==> src/rtl/usb_bulk_ep_router_pkg.sv <==
// Shared definitions for the bulk endpoint router: state encoding, endpoint limits.
package usb_bulk_ep_router_pkg;

  localparam int unsigned UsbEpMax = 15;
  localparam int unsigned EpW      = 4;

  typedef enum logic [1:0] {
    StIdle  = 2'd0,
    StXfer  = 2'd1,
    StFlush = 2'd2
  } state_e;

  // True when ep names one of the first num_ep bulk endpoints (endpoint 0 is control).
  function automatic logic ep_in_range(input logic [EpW-1:0] ep, input int unsigned num_ep);
    return (ep != '0) && (32'(ep) <= num_ep) && (32'(ep) <= UsbEpMax);
  endfunction

endpackage

==> src/rtl/usb_bulk_ep_router_skid.sv <==
// AXI4-Stream skid buffer with registered outputs; BYPASS turns it into a plain wire.
module usb_bulk_ep_router_skid #(
  parameter int unsigned WIDTH  = 8,
  parameter bit          BYPASS = 1'b0
) (
  input  logic             clock,
  input  logic             areset_n,
  input  logic             flush_i,
  input  logic             s_tvalid_i,
  input  logic             s_tlast_i,
  input  logic [WIDTH-1:0] s_tdata_i,
  output logic             s_tready_o,
  output logic             m_tvalid_o,
  output logic             m_tlast_o,
  output logic [WIDTH-1:0] m_tdata_o,
  input  logic             m_tready_i
);

  logic           out_valid_q, skid_valid_q;
  logic [WIDTH:0] out_q, skid_q;
  logic           out_take;

  assign out_take = m_tready_i || !out_valid_q;

  always_ff @(posedge clock or negedge areset_n) begin
    if (!areset_n) begin
      out_valid_q  <= 1'b0;
      skid_valid_q <= 1'b0;
      out_q        <= '0;
      skid_q       <= '0;
    end else if (flush_i) begin
      out_valid_q  <= 1'b0;
      skid_valid_q <= 1'b0;
    end else if (out_take) begin
      if (skid_valid_q) begin
        out_q        <= skid_q;
        out_valid_q  <= 1'b1;
        skid_valid_q <= 1'b0;
      end else begin
        out_q       <= {s_tlast_i, s_tdata_i};
        out_valid_q <= s_tvalid_i;
      end
    end else if (s_tvalid_i && !skid_valid_q) begin
      // Output stalled: park the beat so upstream ready never depends on m_tready_i.
      skid_q       <= {s_tlast_i, s_tdata_i};
      skid_valid_q <= 1'b1;
    end
  end

  assign s_tready_o = BYPASS ? m_tready_i : !skid_valid_q;
  assign m_tvalid_o = BYPASS ? s_tvalid_i : out_valid_q;
  assign m_tlast_o  = BYPASS ? s_tlast_i  : out_q[WIDTH];
  assign m_tdata_o  = BYPASS ? s_tdata_i  : out_q[WIDTH-1:0];

endmodule

==> src/rtl/usb_bulk_ep_router.sv <==
// Routes the protocol core's single bulk data path to NUM_EP per-endpoint AXI4-Stream ports.
module usb_bulk_ep_router
  import usb_bulk_ep_router_pkg::*;
#(
  parameter int unsigned NUM_EP     = 2,
  parameter int unsigned MAX_PACKET = 512,
  parameter bit          PIPELINED  = 1'b0
) (
  input  logic                  clock,
  input  logic                  areset_n,
  input  logic                  blk_start_i,
  input  logic                  blk_cycle_i,
  input  logic [EpW-1:0]        blk_endpt_i,
  output logic                  blk_in_ready_o,
  output logic                  blk_out_ready_o,
  output logic                  blk_error_o,
  input  logic [NUM_EP-1:0]     ep_in_ready_i,
  input  logic [NUM_EP-1:0]     ep_out_ready_i,
  input  logic [NUM_EP-1:0]     s_tvalid_i,
  input  logic [NUM_EP-1:0]     s_tlast_i,
  output logic [NUM_EP-1:0]     s_tready_o,
  input  logic [NUM_EP*8-1:0]   s_tdata_i,
  output logic                  usb_tvalid_o,
  output logic                  usb_tlast_o,
  input  logic                  usb_tready_i,
  output logic [7:0]            usb_tdata_o,
  input  logic                  usb_tvalid_i,
  input  logic                  usb_tlast_i,
  output logic                  usb_tready_o,
  input  logic [7:0]            usb_tdata_i,
  output logic [NUM_EP-1:0]     m_tvalid_o,
  output logic [NUM_EP-1:0]     m_tlast_o,
  input  logic [NUM_EP-1:0]     m_tready_i,
  output logic [NUM_EP*8-1:0]   m_tdata_o
);

  localparam int unsigned CntW = $clog2(MAX_PACKET);

  state_e          state_q, state_d;
  logic [EpW-1:0]  sel_q, sel_d;
  logic [CntW-1:0] cnt_q, cnt_d;
  logic            in_done_q, in_done_d;
  logic            error_q, error_d;
  logic            skid_flush;

  logic [NUM_EP-1:0] hit_ep, hit_sel;
  logic              xfer, src_valid, src_last, in_valid, in_last, skid_ready;
  logic              src_hs, usb_hs_last, out_hs_last;
  logic [7:0]        src_data;

  assign xfer = (state_q == StXfer);

  for (genvar i = 0; i < NUM_EP; i++) begin : g_ep
    logic route;
    assign hit_ep[i]           = (blk_endpt_i == EpW'(i + 1));
    assign hit_sel[i]          = (sel_q == EpW'(i));
    assign route               = xfer && hit_sel[i];
    assign s_tready_o[i]       = route && !in_done_q && skid_ready;
    assign m_tvalid_o[i]       = route && usb_tvalid_i;
    assign m_tlast_o[i]        = route && usb_tlast_i;
    assign m_tdata_o[i*8 +: 8] = route ? usb_tdata_i : 8'h00;
  end

  always_comb begin
    src_data = 8'h00;
    for (int i = 0; i < NUM_EP; i++) begin
      if (hit_sel[i]) src_data = s_tdata_i[i*8 +: 8];
    end
  end

  assign blk_in_ready_o  = |(hit_ep & ep_in_ready_i);
  assign blk_out_ready_o = |(hit_ep & ep_out_ready_i);
  assign blk_error_o     = error_q;

  assign src_valid = |(hit_sel & s_tvalid_i);
  assign src_last  = |(hit_sel & s_tlast_i);
  // in_done_q holds off the source once its final beat has entered the skid buffer.
  assign in_valid  = xfer && !in_done_q && src_valid;
  assign in_last   = xfer && (src_last || (cnt_q == CntW'(MAX_PACKET - 1)));
  assign src_hs    = in_valid && skid_ready;

  assign usb_tready_o = xfer ? |(hit_sel & m_tready_i) : (state_q == StFlush);
  assign usb_hs_last  = usb_tvalid_o && usb_tready_i && usb_tlast_o;
  assign out_hs_last  = usb_tvalid_i && usb_tready_o && usb_tlast_i;

  usb_bulk_ep_router_skid #(
    .WIDTH  (8),
    .BYPASS (!PIPELINED)
  ) u_axis_skid (
    .clock      (clock),
    .areset_n   (areset_n),
    .flush_i    (skid_flush),
    .s_tvalid_i (in_valid),
    .s_tlast_i  (in_last),
    .s_tdata_i  (xfer ? src_data : 8'h00),
    .s_tready_o (skid_ready),
    .m_tvalid_o (usb_tvalid_o),
    .m_tlast_o  (usb_tlast_o),
    .m_tdata_o  (usb_tdata_o),
    .m_tready_i (usb_tready_i)
  );

  always_comb begin
    state_d    = state_q;
    sel_d      = sel_q;
    cnt_d      = cnt_q;
    in_done_d  = in_done_q;
    error_d    = 1'b0;
    skid_flush = 1'b0;
    unique case (state_q)
      StIdle: begin
        if (blk_start_i) begin
          if (ep_in_range(blk_endpt_i, NUM_EP)) begin
            sel_d     = blk_endpt_i - EpW'(1);
            cnt_d     = '0;
            in_done_d = 1'b0;
            state_d   = StXfer;
          end else begin
            error_d = 1'b1;
            state_d = StFlush;
          end
        end
      end
      StXfer: begin
        if (src_hs) begin
          cnt_d = in_last ? '0 : cnt_q + CntW'(1);
          if (in_last) in_done_d = 1'b1;
        end
        if (!blk_cycle_i) begin
          state_d    = StIdle;
          skid_flush = 1'b1;
        end else if (usb_hs_last || out_hs_last) begin
          state_d = StIdle;
        end
      end
      StFlush: begin
        if (!blk_cycle_i || (usb_tvalid_i && usb_tlast_i)) state_d = StIdle;
      end
      default: state_d = StIdle;
    endcase
  end

  always_ff @(posedge clock or negedge areset_n) begin
    if (!areset_n) begin
      state_q   <= StIdle;
      sel_q     <= '0;
      cnt_q     <= '0;
      in_done_q <= 1'b0;
      error_q   <= 1'b0;
    end else begin
      state_q   <= state_d;
      sel_q     <= sel_d;
      cnt_q     <= cnt_d;
      in_done_q <= in_done_d;
      error_q   <= error_d;
    end
  end

endmodule

==> config.mk <==
export PLATFORM = sky130hd
export DESIGN_NAME = usb_bulk_ep_router
export DESIGN_NICKNAME = d
export VERILOG_FILES = /design/src/rtl/usb_bulk_ep_router_pkg.sv /design/src/rtl/usb_bulk_ep_router_skid.sv /design/src/rtl/usb_bulk_ep_router.sv
export SDC_FILE = /design/constraint.sdc
export NUM_CORES = 1
export LEC_CHECK = 0
export BUFFER_PORTS_ARGS = -buffer_cell sky130_fd_sc_hd__buf_4
export CAP_MARGIN = 20
export CORE_MARGIN = 4
export CORE_UTILIZATION = 43
export DETAILED_ROUTE_END_ITERATION = 16
export PLACE_DENSITY = 0.81
export REMOVE_ABC_BUFFERS = 1
export SETUP_SLACK_MARGIN = 0.1
export SLEW_MARGIN = 10
export SYNTH_ARGS = -nofsm -noshare
export SYNTH_HDL_FRONTEND = slang
export SYNTH_SLANG_ARGS = --single-unit
==> constraint.sdc <==
create_clock -name clock -period 2.6 [get_ports clock]
set_input_delay 0.26 -clock clock [delete_from_list [all_inputs] [get_ports clock]]
set_output_delay 0.26 -clock clock [all_outputs]
set_load 0.03 [all_outputs]
==> out/qor.txt, run 1 <==
outcome = complete, no violations
DRC Markers = 0
slew margin rel. = 0.659
io pins = 81
H-Tree Depth = 1
MaxCap Viol Count = 0
Crit path largest cell delay = 0.40 ns
final setup TNS = 0 ns
antenna violations before repair = 0
commonest non-fill, non-tap cell in the layout = buf_4
die area = 0.00413 mm2
fmax = 0.434 GHz
grt ovf = 0
Slew @ Worst Pin = 0.511 ns
Die Span Y = 64.3 um
CP max FO = 4
final setup vio count = 0
most used cell, CP = nor2_1
Clk pin slew, worst setup/hold paths = 0.10 ns
postcts setup bufs = 0
Synth area leader = dfrtp_1
kind of critical path = flop to output port
Comb pwr share = 0.358
final wirelength = 3.90 mm
RSZ-0062 raised after global routing = no
synthesized netlist cell count = 156
hold_ws = 0.164 ns
switching pwr = 274 uW
initial DRC count = 44
pwr/cell area = 382 mW/mm2
min cycle time layout = 2.30 ns
final worst path period share = 0.885
# rows = 20
Num CTS Buffers = 3
Net Sw Frac = 0.349
Buf+Inv Stages, Crit Path = 1
die width = 64.3 um
crit path capture type = output port
first-pass GRT wire length = 6.53 mm
synthesized area = 0.00136 mm2
CP Cell Sequence = ha_1 > nand3_1 > or2_2 > nor2_1 > ha_2 > a21oi_1 > nor2_1 > buf_4
Ys Warns = 0
Nets = 290
Synth Area per Inst = 8.73 um2
CTS tree = built
LEAKAGE = 0.00111 uW
share of cells above drive strength 1 = 0.408
largest net degree at the start of global routing = 19
IO buf count = 80
CP required = 2.34 ns
crit path max-delay cell type = dfrtp_1
Total GRT Usage = 0.197
vias post-DR = 1399
Clk pwr share = 0.180
Placer Congestion = 0.833
Root Buffer = clkbuf_4
Slew Limit Fails = 0
commonest non-fill, non-tap cells in the layout = buf_4, nor2_1, and3_1, dfrtp_1, mux2i_1
#FFs+latches synth = 17
Reg power frac = 0.462
Longest Clk Path Bufs = 2
Sink Count = 17
Core ar. = 0.00305 mm2
post-synthesis sequential area ratio = 0.313
n_diodes = 0
startpoint types = flop
Pint = 509 uW
clk_skew = 0.00424 ns
clk_lat worst skew = 0.29 ns
Syn-to-layout area delta = 50.7%
Synth top area share = 0.313
Final ANT Viol Nets = 0
Initial Util = 0.446
VDD IR max = 0.397 mV
synth unique cells = 35
CP arrival = 2.04 ns
vias in the first global route = 1381
delay-heaviest family, CP = simple AND/OR/NAND/NOR gates
First-pass DRT Iterations = 4
drt wl/cell = 13.8 um
Synth area leaders = dfrtp_1, mux2i_1, and3_1, nor2_1, ha_1
vias per cell = 4.96
Hold Crit Class = input port to flop
final hold vios = 0
HPWL after DPL = 3.24 mm
through the flow:
step | power (uW) | setup slack, ns | util | instance area [um2] | cells
global placement | 641 | 0.564 | 0.659 | 2010 | 277
CTS | 790 | 0.234 | 0.671 | 2050 | 282
global route | 843 | 0.118 | 0.672 | 2050 | 282
detailed placement | 649 | 0.487 | 0.659 | 2010 | 277
finish | 783 | 0.298 | 0.672 | 2050 | 282
floorplan | 529 | 0.538 | - | 1330 | 150
cell usage after synthesis:
| cell | instances |
|---|---|
| o22ai_1 | 1 |
| a211oi_2 | 1 |
| nand3_1 | 5 |
| and2_1 | 11 |
| buf_2 | 1 |
| buf_4 | 1 |
| o31ai_1 | 1 |
| nor3_4 | 1 |
| a31o_2 | 1 |
| nor4b_4 | 1 |
| or3b_1 | 1 |
| nor2_1 | 25 |
| xnor2_1 | 2 |
| o211ai_1 | 1 |
| mux2_1 | 1 |
| nand2b_1 | 2 |
| and3b_1 | 1 |
| dfrtp_1 | 17 |
| nor3_1 | 5 |
| or3b_4 | 1 |
| nand2_1 | 8 |
| or2_2 | 1 |
| nor4_4 | 1 |
| a21oi_2 | 1 |
| mux2_2 | 1 |
| ha_1 | 6 |
| clkbuf_1 | 4 |
| inv_1 | 5 |
| o21bai_1 | 2 |
| a22oi_1 | 2 |
| a21oi_1 | 6 |
| a221o_1 | 6 |
| mux2i_1 | 12 |
| and3_1 | 17 |
| nor2b_1 | 4 |
power by group through the flow:
stage	Combinational (uW)	Sequential (uW)	Clock (uW)
3_5_place_dp	283	366	0
6_report	280	362	141
2_1_floorplan	155	373	0
5_1_grt	312	370	161
3_3_place_gp	276	365	0
4_1_cts	284	361	145
layout make-up:
class | count | area (um2)
flip-flops and latches | 17 | 425
multi-input cells | 128 | 892
fillers | 284 | 1000
clock buffers | 3 | 22.5
well taps | 44 | 55.1
clock inverters | 1 | 5.00
repair buffers | 84 | 633
inverters | 5 | 18.8
layer usage:
layer	up-vias	wire [um]	track usage
li1	718	-	-
met1	628	1710	0.249
met2	51	1880	0.345
met3	2	298	0.0404
met4	0	12	0.0396
met5	-	0	0
worst paths after layout:
| check | from | to | slack [ns] | cells after the start |
|---|---|---|---|---|
| min in group asynchronous | areset_n | cnt_q[3] | 0.35 | 2 |
| setup reg to reg | cnt_q[0] | cnt_q[5] | 0.54 | 8 |
| hold reg to reg | cnt_q[8] | cnt_q[8] | 0.55 | 2 |
| max in group asynchronous | areset_n | state_q[1] | 2.06 | 2 |
| setup / recovery | cnt_q[0] | usb_tlast_o | 0.30 | 8 |
| hold / removal | blk_endpt_i[0] | sel_q[0] | 0.16 | 2 |
cells by family after synthesis:
kind of cell / after synthesis / share of synthesized area
multiplexers: 14 / 0.105
AND/OR/NAND/NOR: 84 / 0.355
AO/OA/AOI/OAI: 22 / 0.126
XOR/XNOR: 2 / 0.0129
flip-flops: 17 / 0.313
adder cells (fa/ha/maj): 6 / 0.0551
buffers and inverters: 11 / 0.0340
timing repair:
action                                  CTS  global route
endpoints found under the setup margin    0             1
endpoints found under the hold margin    17             0
hold buffers                              1             0
gates resized for setup                   0             1
flip-flops by register name (all words and copies together) (netlist names):
| register | flops |
|---|---|
| in_done_q | 1 |
| cnt_q | 9 |
| blk_error_o | 1 |
| sel_q | 4 |
| state_q | 2 |
Note: power is estimated with default switching activity, not from simulation.
==> run 2, diff against run 1 <==
--- a/config.mk
+++ b/config.mk
@@ -5,12 +5,14 @@
 export SDC_FILE = /design/constraint.sdc
 export NUM_CORES = 1
 export LEC_CHECK = 0
+export ABC_AREA = 1
 export BUFFER_PORTS_ARGS = -buffer_cell sky130_fd_sc_hd__buf_4
 export CAP_MARGIN = 20
 export CORE_MARGIN = 4
-export CORE_UTILIZATION = 43
+export CORE_UTILIZATION = 45
+export CTS_CLUSTER_SIZE = 16
 export DETAILED_ROUTE_END_ITERATION = 16
-export PLACE_DENSITY = 0.81
+export PLACE_DENSITY = 0.83
 export REMOVE_ABC_BUFFERS = 1
 export SETUP_SLACK_MARGIN = 0.1
 export SLEW_MARGIN = 10
==> run 2 against run 1 <==
  * Sequential power decreased by 10%
  * Combinational power decreased by 6%
  * Die area rose by 2.8%
  * Setup slack gained 0.047 ns
  * Register-to-register slack improved by 0.19 ns
  * Sequential share of layout area decreased by 0.93 points
  * Final cell count grew 27%
  * Total power fell by 6.1%
  * Worst hold slack better by 0.016 ns
  * Critical path type unchanged
==> out/qor.txt, run 2 <==
outcome = complete, no violations
final hold vios = 0
min cycle time layout = 2.25 ns
LEAKAGE = 0.00125 uW
startpoint types = flop
top_reg_cell synth = dfrtp_1
clk_lat worst skew = 0.29 ns
pwr/cell area = 342 mW/mm2
CP Capture Point = usb_tlast_o
Hold Crit Class = input port to flop
count leader, synth = nand2_1
vias per cell = 4.58
CP arrival = 1.99 ns
Post-synth EDFFs = 0
Syn-to-layout area delta = 46.1%
clk_skew = 0.00191 ns
Root Buffer = clkbuf_4
Power Total = 735 uW
io pins = 81
Core ar. = 0.00308 mm2
Nets = 367
final setup vio count = 0
crit path max-delay cell type = dfrtp_1
max reg flops = 9
R2R Setup Slk = 0.73 ns
final setup TNS = 0 ns
Clk pin slew, worst setup/hold paths = 0.10 ns
largest net degree at the start of global routing = 20
Synth area leaders = dfrtp_1, nand2_1, inv_1, nor2_1, nand3_1
share of synthesized registers carrying an async set or reset = 1.00
vias in the first global route = 1539
WP depth = 11
n_diodes = 0
final worst path period share = 0.867
synth unique cells = 26
slew margin rel. = 0.745
most frequent cells after synthesis = nand2_1, inv_1, nor2_1
delay-heaviest family, CP = simple AND/OR/NAND/NOR gates
dpl ws = 0.596 ns
Crit path largest cell delay = 0.41 ns
# rows = 20
Worst Setup Slack, final = 0.346 ns
synthesized netlist cell count = 233
Buf+Inv Stages, Crit Path = 3
MaxCap Viol Count = 0
Longest Clk Path Bufs = 2
CP required = 2.34 ns
Placer Congestion = 0.875
CTS tree = built
CP max FO = 7
Initial Util = 0.478
commonest non-fill, non-tap cell in the layout = buf_4
Synth top area share = 0.289
CP Cell Sequence = ha_1 > nand3_1 > nor2_1 > nand3_1 > nor2_1 > ha_1 > inv_1 > nand3_2 > nand2_1 > inv_1 > buf_4
die width = 65.2 um
Num CTS Buffers = 3
initial DRC count = 69
vias post-DR = 1643
die area = 0.00425 mm2
Ys Warns = 0
post-synthesis sequential area ratio = 0.289
VDD IR max = 0.353 mV
synthesized area = 0.00147 mm2
commonest non-fill, non-tap cells in the layout = buf_4, nand2_1, inv_1
r2r worst-path depth = 11
Die Span Y = 65.2 um
crit path from = cnt_q[0]
Slew Limit Fails = 0
HPWL after DPL = 3.37 mm
Final ANT Viol Nets = 0
first-pass GRT wire length = 6.93 mm
Slew @ Worst Pin = 0.381 ns
Hold Path Origin = blk_start_i
FF-to-FF End = cnt_q[8]
top flop regs = cnt_q (9), sel_q (4), state_q (2)
share of cells above drive strength 1 = 0.333
fmax = 0.444 GHz
First-pass DRT Iterations = 5
kind of critical path = flop to output port
RSZ-0062 raised after global routing = no
antenna violations before repair = 0
Synth Area per Inst = 6.31 um2
grt ovf = 0
Sink Count = 17
IO buf count = 80
#FFs+latches synth = 17
origin of the critical flop-to-flop path = cnt_q[0]
Total GRT Usage = 0.205
crit path capture type = output port
postcts setup bufs = 0
final wirelength = 4.05 mm
DRC Markers = 0
Top reg by flops = cnt_q
drt wl/cell = 11.3 um
H-Tree Depth = 1
fillers = 274
Synth area leader = dfrtp_1
[run 2: layout make-up]
cell class	instances	area [um2]	area share
clock buffers	3	22.5	0.0105
clock inverters	1	5.00	0.00233
inverters	46	173	0.0804
multi-input cells	167	857	0.399
flip-flops and latches	17	425	0.198
well taps	44	55.1	0.0256
repair buffers	81	611	0.284
[run 2: worst register-to-register path: stages, from the launching register on]
cell and delay [ns]:
dfrtp_1 0.43, ha_1 0.23, nand3_1 0.12, nor2_1 0.06, nand3_1 0.08, nor2_1 0.05, ha_1 0.17, inv_1 0.08
nand4_1 0.20, inv_1 0.17, nand2_1 0.08, o21ai_2 0.13
[run 2: through the flow]
| step | hold slack [ns] | utilization | std cells | area, um2 |
|---|---|---|---|---|
| 2_1_floorplan | -0.0356 | - | 230 | 1450 |
| 3_3_place_gp | 0.133 | 0.684 | 354 | 2110 |
| 3_5_place_dp | 0.136 | 0.684 | 354 | 2110 |
| 4_1_cts | 0.187 | 0.696 | 359 | 2140 |
| 5_1_grt | 0.208 | 0.698 | 359 | 2150 |
| 6_report | 0.179 | 0.698 | 359 | 2150 |
[run 2: cell families after synthesis]
kind of cell,after synthesis,share of synthesized area
fa+ha+maj,6,0.0511
simple gates,138,0.425
compound gates,17,0.0681
flops,17,0.289
xor+xnor,6,0.0357
buf+inv,49,0.131
[run 2: worst min path at each step]
stage / endpoint / depth (start not counted)
6_report: blk_error_o / 3
3_5_place_dp: cnt_q[7] / 1
3_3_place_gp: cnt_q[7] / 1
4_1_cts: blk_error_o / 3
5_1_grt: blk_error_o / 3
2_1_floorplan: blk_error_o / 0
[run 2: where the power goes]
group	internal [uW]	switching, uW	total (uW)	leakage (uW)
clock network	57.3	89.5	147	0.0000177
registers	294	30.2	324	0.000227
logic	110	155	264	0.00101
total	461	274	735	0.00125
[run 2: routing by layer]
metal	global-route usage	share of wire	vias to the layer above	wire [um]
met5	0	0	-	0
met4	0.0466	0.0047	0	19
li1	-	-	872	-
met2	0.359	0.46	73	1870
met1	0.267	0.45	696	1820
met3	0.0291	0.083	2	334
[run 2: timing repair]
action                                  4_1_cts  5_1_grt
gates resized for setup                       0        1
hold buffers                                  1        0
hold endpoints to repair                     17        0
endpoints found under the setup margin        0        1
